**src/rtl/mux_scan_serializer.sv**
```systemverilog
// Byte-to-bit serializer that drives an external 8:1 mux (word_q/sel) and forwards
// its returned bit as a valid/ready/last serial stream, with optional even-parity beat.
module mux_scan_serializer #(
  parameter int LSB_FIRST = 1,
  parameter int PARITY_EN = 0
) (
  input  logic       clk,
  input  logic       rst_n,
  input  logic       load_valid,
  input  logic [7:0] load_data,
  output logic       load_ready,
  output logic [7:0] word_q,
  output logic [2:0] sel,
  input  logic       mux_out,
  output logic       ser_data,
  output logic       ser_valid,
  output logic       ser_last,
  input  logic       ser_ready,
  output logic       busy,
  output logic [7:0] frame_cnt
);

  typedef enum logic [1:0] {IDLE, DATA, PAR} state_e;

  localparam logic [2:0] SEL_START = (LSB_FIRST != 0) ? 3'd0 : 3'd7;

  state_e     state_q, state_d;
  logic [7:0] word_d;
  logic [2:0] sel_q, sel_d;
  logic [2:0] cnt_q, cnt_d;
  logic [7:0] frame_cnt_q, frame_cnt_d;
  logic       beat, last_beat, load;

  assign sel       = sel_q;
  assign frame_cnt = frame_cnt_q;

  // Outputs decode state only, so ser_valid never depends on ser_ready.
  always_comb begin
    ser_valid = (state_q != IDLE);
    busy      = (state_q != IDLE);
    ser_last  = (state_q == PAR) ||
                ((state_q == DATA) && (cnt_q == 3'd7) && (PARITY_EN == 0));
    case (state_q)
      DATA:    ser_data = mux_out;
      PAR:     ser_data = ^word_q;
      default: ser_data = 1'b0;
    endcase
    beat       = ser_valid && ser_ready;
    last_beat  = beat && ser_last;
    load_ready = (state_q == IDLE) || (ser_last && ser_ready);
    load       = load_valid && load_ready;
  end

  always_comb begin
    state_d     = state_q;
    word_d      = word_q;
    sel_d       = sel_q;
    cnt_d       = cnt_q;
    frame_cnt_d = frame_cnt_q;
    case (state_q)
      DATA: begin
        if (beat) begin
          if (cnt_q != 3'd7) begin
            cnt_d = cnt_q + 3'd1;
            sel_d = (LSB_FIRST != 0) ? sel_q + 3'd1 : sel_q - 3'd1;
          end else if (PARITY_EN != 0) begin
            state_d = PAR;
          end else begin
            state_d = IDLE;
          end
        end
      end
      PAR: begin
        if (beat) state_d = IDLE;
      end
      default: ;
    endcase
    if (last_beat) frame_cnt_d = frame_cnt_q + 8'd1;
    // A load on the final beat overrides the return to IDLE for back-to-back frames.
    if (load) begin
      word_d  = load_data;
      sel_d   = SEL_START;
      cnt_d   = '0;
      state_d = DATA;
    end
  end

  always_ff @(posedge clk or negedge rst_n) begin
    if (!rst_n) begin
      state_q     <= IDLE;
      word_q      <= '0;
      sel_q       <= '0;
      cnt_q       <= '0;
      frame_cnt_q <= '0;
    end else begin
      state_q     <= state_d;
      word_q      <= word_d;
      sel_q       <= sel_d;
      cnt_q       <= cnt_d;
      frame_cnt_q <= frame_cnt_d;
    end
  end

endmodule

```
**config.mk**
```make
export PLATFORM = sky130hd
export DESIGN_NAME = mux_scan_serializer
export DESIGN_NICKNAME = d
export VERILOG_FILES = /design/src/rtl/mux_scan_serializer.sv
export SDC_FILE = /design/constraint.sdc
export NUM_CORES = 1
export LEC_CHECK = 0
export ABC_AREA = 1
export ABC_CLOCK_PERIOD_IN_PS = 1500
export CAP_MARGIN = 20
export CORE_AREA = 2 2 55 57
export CTS_CLUSTER_DIAMETER = 30
export DETAILED_ROUTE_END_ITERATION = 6
export DIE_AREA = 0 0 57 59
export GPL_TIMING_DRIVEN = 0
export PLACE_DENSITY = 0.84
export SETUP_SLACK_MARGIN = 0.5
export SYNTH_ARGS = -nofsm -noshare
export SYNTH_HDL_FRONTEND = slang
export SYNTH_SLANG_ARGS = --single-unit
```
**constraint.sdc**
```tcl
create_clock -name clk -period 1.5 [get_ports clk]
set_input_delay 0.15 -clock clk [delete_from_list [all_inputs] [get_ports clk]]
set_output_delay 0.15 -clock clk [all_outputs]
set_load 0.005 [all_outputs]
```
==> run_results.csv <==
group,metric,value,unit
status,status,"finished with violations",
status,violations,"negative setup slack",
global_route,grt_max_degree,24,
global_route,grt.overflow.total,0,
synth,yosysUniqueCellTypes,17,
synth,netlist_area,1080,sq um
timing,setup_violations,6,
worst_setup_path,reg2reg_depth,9,
floorplanning,initial_utilization,39.7,%
pwr,p_per_area,1510,nW/um^2
final_layout,area_delta_synth_final,71.3,%
worst_setup_path,cp-start-kind,"flop",
floorplanning,core_area,2710,sq um
timing,fmax,0.653,GHz
timing,slew_viol_final,0,
final_layout,layout.cells.non_filler,229,
floorplanning,die_area,3360,sq um
global_route,track_usage,18.5,%
floorplanning,dieWidth,57,um
clock_tree,clockBufferDepth,2,
timing,post-route-period-util,102,%
synth,synthCells,125,
timing,tns,-48.5,ps
timing,hold_slack,96.2,ps
floorplanning,row_count,19,
final_layout,n_antenna_cell,0,
placement,placed_cells,192,
synth,yosysTopAreaCellShare,53.5,%
placement,dp_slack,-168,ps
min_path,hold_class,"in -> async",
clock_tree,cts_buffers,3,
run,drv_cap,0,
clock_tree,tritoncts,"built",
floorplanning,die_height,59,um
drt,final_antenna_net_count,0,
pwr,vdd_drop_max,1.01,mV
synth,yosysSeqAreaShare,53.5,%
clock_tree,cts.sinks,23,
synth,syn_nets,142,
final_layout,fillers,212,
drt,vias,1103,
clock_tree,cts_root_buffer,"clkbuf_4",
clock_tree,htreeDepth,1,
timing,period_minus_slack,1530,ps
worst_setup_path,reg2reg_slack,-30,ps
worst_setup_path,cp_max_fo,6,
timing,rsz0062_at_grt,"true",
timing,setup_ws,-31.2,ps
global_route,grt_pass1_wl,4840,um
synth,yosysWarnings,0,
synth,syn_area_per_cell,8.61,sq um
drt,vias_per_cell,4.82,
final_layout,drive_gt1_share,48.5,%
synth,netlist_top_cells_area,"dfrtp_1 (53%), nand2_1 (20%), ha_1 (4.7%), inv_1 (4.5%), nand3_1 (2.8%)",
drt,drc,0,
clock_tree,worstSkewPairLatency,310,ps
timing,worst_pin_slew,987,ps
final_layout,fin_nets,216,
worst_setup_path,worstSetupPathType,"reg -> reg",
worst_setup_path,critPathCaptureType,"flop",
placement,port_buffers,36,
worst_setup_path,rr_startpoint,"cnt_q[0]$_DFFE_PN0P_",
global_route,grt_pass1_vias,1083,
drt,first_iter_violations,22,
drt,routedWlPerCell,13.6,um
global_route,antenna_found_initial,0,
drt,wirelength,3110,um
pwr,p_leak,0.000999,uW
synth,ys_ff_latch,23,
worst_setup_path,r2r_end,"cnt_q[1]$_DFFE_PN0P_",
timing,worst_slew_margin_rel,34.2,%
placement,place_congestion,0.790,
synth,yosysTopAreaCell,"dfrtp_1",
timing,final_hold_viol_count,0,
worst_setup_path,critPathRequiredTime,1760,ps
timing,skew,5.52,ps
clock_tree,clkTransAtPathRegs,130,ps
drt,drt-pass1-iter-count,4,
floorplanning,io_pins,37,
worst_setup_path,critPathArrivalTime,1790,ps
placement,dp_hpwl,1780,um
worst max-delay path by stage:
stage / depth (start not counted) / to / slack, ps / from
after global routing: 9 / cnt_q[1]$_DFFE_PN0P_ / -70 / cnt_q[1]$_DFFE_PN0P_
after floorplan: 9 / word_q[0]$_DFFE_PN0P_ / 140 / cnt_q[0]$_DFFE_PN0P_
after detailed placement: 4 / load_ready / -170 / ser_ready
final: 9 / cnt_q[1]$_DFFE_PN0P_ / -30 / cnt_q[0]$_DFFE_PN0P_
after CTS: 5 / load_ready / -3 / cnt_q[0]$_DFFE_PN0P_
after global placement: 4 / load_ready / -140 / ser_ready
registers in the layout, indices dropped and copies added, names as in the netlist:
register and count:
cnt_q 3, frame_cnt 8, sel 3, state_q 1, word_q 8
layer usage:
layer,global-route usage (%),wire length [um],vias up
li1,-,-,524
met1,20.9,1150,531
met2,35.1,1730,42
met3,2.40,174,6
met4,7.64,64,0
met5,0,0,-
stage by stage:
stage	util, %	instance area [sq um]	total power [uW]
floorplan	-	1110	1490
global placement	55.6	1510	1990
detailed placement	55.6	1510	2060
CTS	63.4	1720	2550
global route	68.0	1840	2980
finish	68.0	1840	2780
cell type report:
type	count	area (sq um)	area share, %
Tap cell	31	38.8	2.10
Buffer	3	33.8	1.83
Multi-Input combinational cell	85	553	30.0
Inverter	14	57.6	3.12
Sequential cell	23	578	31.4
Clock inverter	1	5.00	0.272
Timing Repair Buffer	69	554	30.1
Clock buffer	3	22.5	1.22
cells in the final DEF (no fill, tap or decap), types with 3 or more instances in the layout:
master	instances
nor2_1	3
nand2_1	43
nand3_2	3
inv_1	11
clkbuf_4	3
nand2_2	12
nand3_1	3
dfrtp_1	21
buf_6	17
clkdlybuf4s50_1	11
buf_4	25
nor2_4	3
buf_2	18
nand4_1	3
power breakdown:
| group | leakage (uW) | switching (uW) | internal (uW) |
|---|---|---|---|
| sequential | 0.000286 | 147 | 831 |
| clock | 0.0000177 | 185 | 99.6 |
| combinational | 0.000695 | 665 | 856 |
cells by family after synthesis:
group | Yosys count | share of synthesized area [%]
xor+xnor | 5 | 4.07
buf+inv | 17 | 7.33
fa+ha+maj | 4 | 4.65
flops | 23 | 53.5
simple gates | 76 | 30.5
critical path: stages (launching register included):
cell and delay (ps):
dfrtp_1 440, ha_4 180, ha_4 170, buf_4 140, nor2_4 160, buf_4 150
nand2_1 60, nand2_1 70, nand2_1 60, inv_1 50
timing repair:
action | 4_1_cts | 5_1_grt
hold buffers | 0 | 0
pin swaps | 14 | 13
buffers inserted | 23 | 8
cloned | 2 | 0
resized for setup | 129 | 15
endpoints found under the setup margin | 70 | 47
synthesized netlist by cell type, drive strengths merged:
library cell and instances:
buf 3, dfrtp 23, ha 4, inv 14, nand2 58, nand3 7, nand3b 1, nand4 3
nor2 7, xnor2 3, xor2 2
(Power assumes the default switching activity.)
